<file path="src/rtl/awgn_pkg.sv">
// Shared constants, request type and exponent range check for the AWGN y_f shifter.
package awgn_pkg;

   localparam int DW      = 20;
   localparam int EW      = 5;
   localparam int OW      = 23;
   localparam int EXP_MIN = -12;
   localparam int EXP_MAX = 3;

   typedef struct packed {
      logic [DW-1:0] y_f;
      logic [EW-1:0] exp;
      logic          tag;
   } shift_req_t;

   function automatic logic exp_out_of_range(input logic [EW-1:0] e);
      int v;
      v = int'($signed(e));
      return (v < EXP_MIN) || (v > EXP_MAX);
   endfunction

endpackage

</file>
<file path="src/rtl/awgn_shift_sched_shiftery.sv">
// Combinational y_f shifter core: left by 0..3, right by 1..16 with zero fill.
module shiftery_f
   import awgn_pkg::*;
(
   input  logic [DW-1:0] y_f,
   input  logic [EW-1:0] exp,
   output logic [OW-1:0] ff
);

   logic [OW-1:0] ext_s;
   logic [EW-1:0] neg_s;

   assign ext_s = {3'b000, y_f};
   assign neg_s = 5'd0 - exp;

   // Direction chosen by exponent sign; out-of-range codes are masked by the caller.
   always_comb begin
      ff = ext_s;
      if (exp[EW-1] == 1'b0) begin
         ff = ext_s << exp[1:0];
      end else begin
         ff = ext_s >> neg_s;
      end
   end

endmodule

</file>
<file path="src/rtl/awgn_shift_sched.sv">
// Two-requester arbiter feeding one shared y_f shifter through a 2-stage registered pipeline.
module awgn_shift_sched
   import awgn_pkg::*;
#(
   parameter bit RR_EN = 1'b1
)
(
   input  logic          clk,
   input  logic          reset,
   input  logic          req0_valid,
   output logic          req0_ready,
   input  logic [19:0]   req0_y_f,
   input  logic [4:0]    req0_exp,
   input  logic          req1_valid,
   output logic          req1_ready,
   input  logic [19:0]   req1_y_f,
   input  logic [4:0]    req1_exp,
   output logic          out_valid,
   input  logic          out_ready,
   output logic [22:0]   out_ff,
   output logic          out_tag,
   output logic          out_err,
   output logic          busy
);

   logic          last_grant_r;
   logic          s1_valid_r;
   shift_req_t    s1_req_r;
   logic          s2_valid_r;
   logic [OW-1:0] out_ff_r;
   logic          out_tag_r;
   logic          out_err_r;

   logic          grant0_s;
   logic          grant1_s;
   logic          s2_load_s;
   logic          s1_room_s;
   logic          s1_load_s;
   shift_req_t    new_req_s;
   logic [OW-1:0] core_ff_s;
   logic          err_s;
   logic [OW-1:0] shifted_s;

   // Grant selection; last_grant_r = 1 means requester 1 was served last.
   always_comb begin
      grant0_s = 1'b0;
      grant1_s = 1'b0;
      if (req0_valid && req1_valid) begin
         if (RR_EN) begin
            if (last_grant_r) begin
               grant0_s = 1'b1;
            end else begin
               grant1_s = 1'b1;
            end
         end else begin
            grant0_s = 1'b1;
         end
      end else if (req0_valid) begin
         grant0_s = 1'b1;
      end else if (req1_valid) begin
         grant1_s = 1'b1;
      end else begin
         grant0_s = 1'b0;
         grant1_s = 1'b0;
      end
   end

   assign s2_load_s  = s1_valid_r & (~s2_valid_r | out_ready);
   assign s1_room_s  = ~s1_valid_r | s2_load_s;
   assign req0_ready = grant0_s & s1_room_s;
   assign req1_ready = grant1_s & s1_room_s;
   assign s1_load_s  = req0_ready | req1_ready;

   // Capture mux for the granted requester.
   always_comb begin
      new_req_s.y_f = req0_y_f;
      new_req_s.exp = req0_exp;
      new_req_s.tag = 1'b0;
      if (grant1_s) begin
         new_req_s.y_f = req1_y_f;
         new_req_s.exp = req1_exp;
         new_req_s.tag = 1'b1;
      end else begin
         new_req_s.tag = 1'b0;
      end
   end

   shiftery_f u_core (
      .y_f (s1_req_r.y_f),
      .exp (s1_req_r.exp),
      .ff  (core_ff_s)
   );

   assign err_s     = exp_out_of_range(s1_req_r.exp);
   assign shifted_s = err_s ? {3'b000, s1_req_r.y_f} : core_ff_s;

   // Round-robin history, advanced only on a completed handshake.
   always_ff @(posedge clk or posedge reset) begin
      if (reset) begin
         last_grant_r <= 1'b1;
      end else if (s1_load_s) begin
         last_grant_r <= req1_ready;
      end
   end

   // Stage 1: captured request.
   always_ff @(posedge clk or posedge reset) begin
      if (reset) begin
         s1_valid_r <= 1'b0;
         s1_req_r   <= '0;
      end else if (s1_load_s) begin
         s1_valid_r <= 1'b1;
         s1_req_r   <= new_req_s;
      end else if (s2_load_s) begin
         s1_valid_r <= 1'b0;
      end
   end

   // Stage 2: output register, held while the consumer stalls.
   always_ff @(posedge clk or posedge reset) begin
      if (reset) begin
         s2_valid_r <= 1'b0;
         out_ff_r   <= '0;
         out_tag_r  <= 1'b0;
         out_err_r  <= 1'b0;
      end else if (s2_load_s) begin
         s2_valid_r <= 1'b1;
         out_ff_r   <= shifted_s;
         out_tag_r  <= s1_req_r.tag;
         out_err_r  <= err_s;
      end else if (out_ready) begin
         s2_valid_r <= 1'b0;
      end
   end

   assign out_valid = s2_valid_r;
   assign out_ff    = out_ff_r;
   assign out_tag   = out_tag_r;
   assign out_err   = out_err_r;
   assign busy      = s1_valid_r | s2_valid_r;

endmodule

</file>
<file path="config.mk">
export PLATFORM = sky130hd
export DESIGN_NAME = awgn_shift_sched
export DESIGN_NICKNAME = d
export VERILOG_FILES = /design/src/rtl/awgn_pkg.sv /design/src/rtl/awgn_shift_sched_shiftery.sv /design/src/rtl/awgn_shift_sched.sv
export SDC_FILE = /design/constraint.sdc
export NUM_CORES = 1
export LEC_CHECK = 0
export CORE_MARGIN = 2
export CORE_UTILIZATION = 25
export DETAILED_ROUTE_END_ITERATION = 16
export HOLD_SLACK_MARGIN = 0.1
export SYNTH_ARGS = -nofsm -noshare
export SYNTH_HDL_FRONTEND = slang
export SYNTH_HIERARCHICAL = 1
export SYNTH_SLANG_ARGS = --single-unit
</file>
<file path="constraint.sdc">
create_clock -name clk -period 8.3 [get_ports clk]
set_input_delay 1.245 -clock clk [delete_from_list [all_inputs] [get_ports clk]]
set_output_delay 1.245 -clock clk [all_outputs]
set_load 0.1 [all_outputs]
</file>
==> impl_metrics.json <==
{
  "status": "finished, final reports clean",
  "synth_seq_cells": 54,
  "cp.arrival_ns": 3.72,
  "top_layer": "met4",
  "antenna_found_initial": 0,
  "tritoncts": "built",
  "slew_headroom_pct": 20.24,
  "period_minus_slack_ns": 4.966,
  "p_total_mw": 1.700,
  "drv_slew": 0,
  "cts_made_buffers": 5,
  "final-hold-violation-count": 0,
  "htreeDepth": 2,
  "hold_buffers": 0,
  "synth_area_sq_mm": 0.004389,
  "yosysWarningCount": 6,
  "wl_per_cell_microns": 17.94,
  "n_fill_cell": 1746,
  "synthFlopType": "dfrtp_1",
  "vias": 3684,
  "clk_latency_ns": 0.30,
  "area_growth_pct": 24.32,
  "die_x_microns": 136.5,
  "most-common-layout-cells": "clkdlybuf4s50_1 (83), dfrtp_1 (53), mux2_4 (39)",
  "drive_gt1_share_pct": 21.93,
  "met3WireLength_microns": 798,
  "post-route-period-util_pct": 59.83,
  "clock-sinks": 54,
  "diodes": 0,
  "wl_met2_microns": 5765,
  "clockBufferDepth": 2,
  "min_path_type": "reg2reg",
  "m1WireLength_microns": 6038,
  "finalClockSkew_ns": 0.009248,
  "grt_pass1_vias": 3602,
  "port_buffers": 83,
  "final_common_cell": "clkdlybuf4s50_1",
  "synth_fp_nets": 489,
  "rsz0062_at_grt": "no",
  "critPathKind": "in2out",
  "routed_wl_microns": 12790,
  "dp_worst_setup_slack_ns": 3.311,
  "finalSetupTns_ns": 0,
  "rows": 48,
  "start_kind": "primary input",
  "ioPinCount": 84,
  "cap_viol_max_count": 0,
  "cp-end-kind": "output pin",
  "synth-edff-count": 0,
  "synth_cell_types": 50,
  "dp_hpwl_microns": 9457,
  "cts_setup_buffers": 0,
  "max_freq_mhz": 201.4,
  "leakage_nw": 2.152,
  "grt_max_degree": 55,
  "vias_per_cell": 5.167,
  "path_clk_slew_ns": 0.08,
  "syn_area_per_cell_sq_um": 10.14,
  "die_y_microns": 136.5,
  "drc": 0,
  "cts-resized-gates": 0,
  "grt_pass1_wl_microns": 20510,
  "start_util_pct": 25.46,
  "drtIter0Drc": 325,
  "root_buffer": "clkbuf_16",
  "num-nets-final": 543,
  "layout_setup_ws_ns": 3.334,
  "cp.required_ns": 7.05,
  "max-vdd-ir-drop_mv": 0.2253,
  "grt_overflow": 0,
  "core_area_sq_mm": 0.01724,
  "synthArstFlopShare_pct": 100.0,
  "gp_congestion": 0.8888,
  "antenna_left": 0,
  "grtUsageTotal_pct": 14.07,
  "worstMarginPinSlew_ns": 1.195,
  "p_per_area_mw_per_mm2": 311.6,
  "setup_violations": 0,
  "yosysSeqAreaShare_pct": 30.82,
  "dr.pass1.iters": 5,
  "dieArea_sq_mm": 0.01863,
  "synthCells": 433,
  "cp_max_fo": 26
}
==> where the power goes <==
part	internal [mW]	leakage (nW)	switching, mW	total, mW
combinational	0.381	1.46	0.675	1.06
sequential	0.331	0.626	0.0960	0.427
clock	0.114	0.0704	0.104	0.217
total	0.826	2.15	0.875	1.70
==> area by class of cell <==
class	count	area [sq um]	share of cell area (%)
multi-input cells	333	2781	50.97
flip-flops and latches	54	1353	24.79
repair buffers	89	875.8	16.05
well taps	225	281.5	5.159
clock buffers	5	125.1	2.293
clock inverters	3	25.02	0.4586
inverters	4	15.01	0.2752
==> logic make-up after synthesis <==
group,share of synthesized area (%)
compound gates,16.88
xor+xnor,0.6272
fa+ha+maj,0.2850
buf+inv,5.929
flops,30.82
mux,33.69
simple gates,11.77
==> final timing paths <==
check / startpoint / slack, ns / depth (start not counted) / endpoint
min in group asynchronous: reset / 1.55 / 2 / out_tag
hold / removal: out_ff[20] / 0.51 / 1 / out_ff[20]
setup / recovery: req1_valid / 3.33 / 5 / req1_ready
max in group asynchronous: reset / 6.04 / 2 / s1_req_r[20]
setup reg to reg: s1_req_r[1] / 4.32 / 8 / out_ff[8]
hold reg to reg: out_ff[20] / 0.51 / 1 / out_ff[20]
==> per-layer routing <==
layer  vias to the layer above  global-route usage, %
li1                       1749                      -
met1                      1771                  20.31
met2                       151                  21.83
met3                        13                  2.222
met4                         0                  3.646
met5                         -                      0
==> flip-flops by register name, indices dropped and copies added (netlist names) <==
register / flops
last_grant_r: 1
out_err: 1
out_ff: 23
out_tag: 1
out_valid: 1
s1_req_r: 26
s1_valid_r: 1
==> Yosys cell counts (14+ instances only) <==
master,number,area [sq um]
dfrtp_1,53,1326
mux2_4,39,585.6
nand3_1,38,190.2
mux2_2,36,405.4
mux2i_1,30,300.3
a21oi_1,29,145.1
nand2_1,27,101.4
o21ai_0,26,130.1
a31oi_1,23,143.9
clkbuf_1,18,67.56
buf_2,14,70.07
nor2_1,14,52.55
==> critical path: stages <==
cell and delay (ns):
clkdlybuf4s50_1 0.56, a21boi_4 0.19, buf_4 0.38, and2_1 0.19, clkdlybuf4s50_1 1.14
==> stage by stage <==
step | utilization [%] | area, sq um | hold slack (ns) | instances
2_1_floorplan | - | 4389 | 0.4571 | 433
3_3_place_gp | 30.79 | 5306 | 0.4840 | 705
3_5_place_dp | 30.79 | 5306 | 0.4915 | 705
4_1_cts | 31.66 | 5456 | 0.5127 | 713
5_1_grt | 31.66 | 5456 | 0.5371 | 713
6_report | 31.66 | 5456 | 0.5087 | 713
Note: power is estimated with default switching activity, not from simulation.
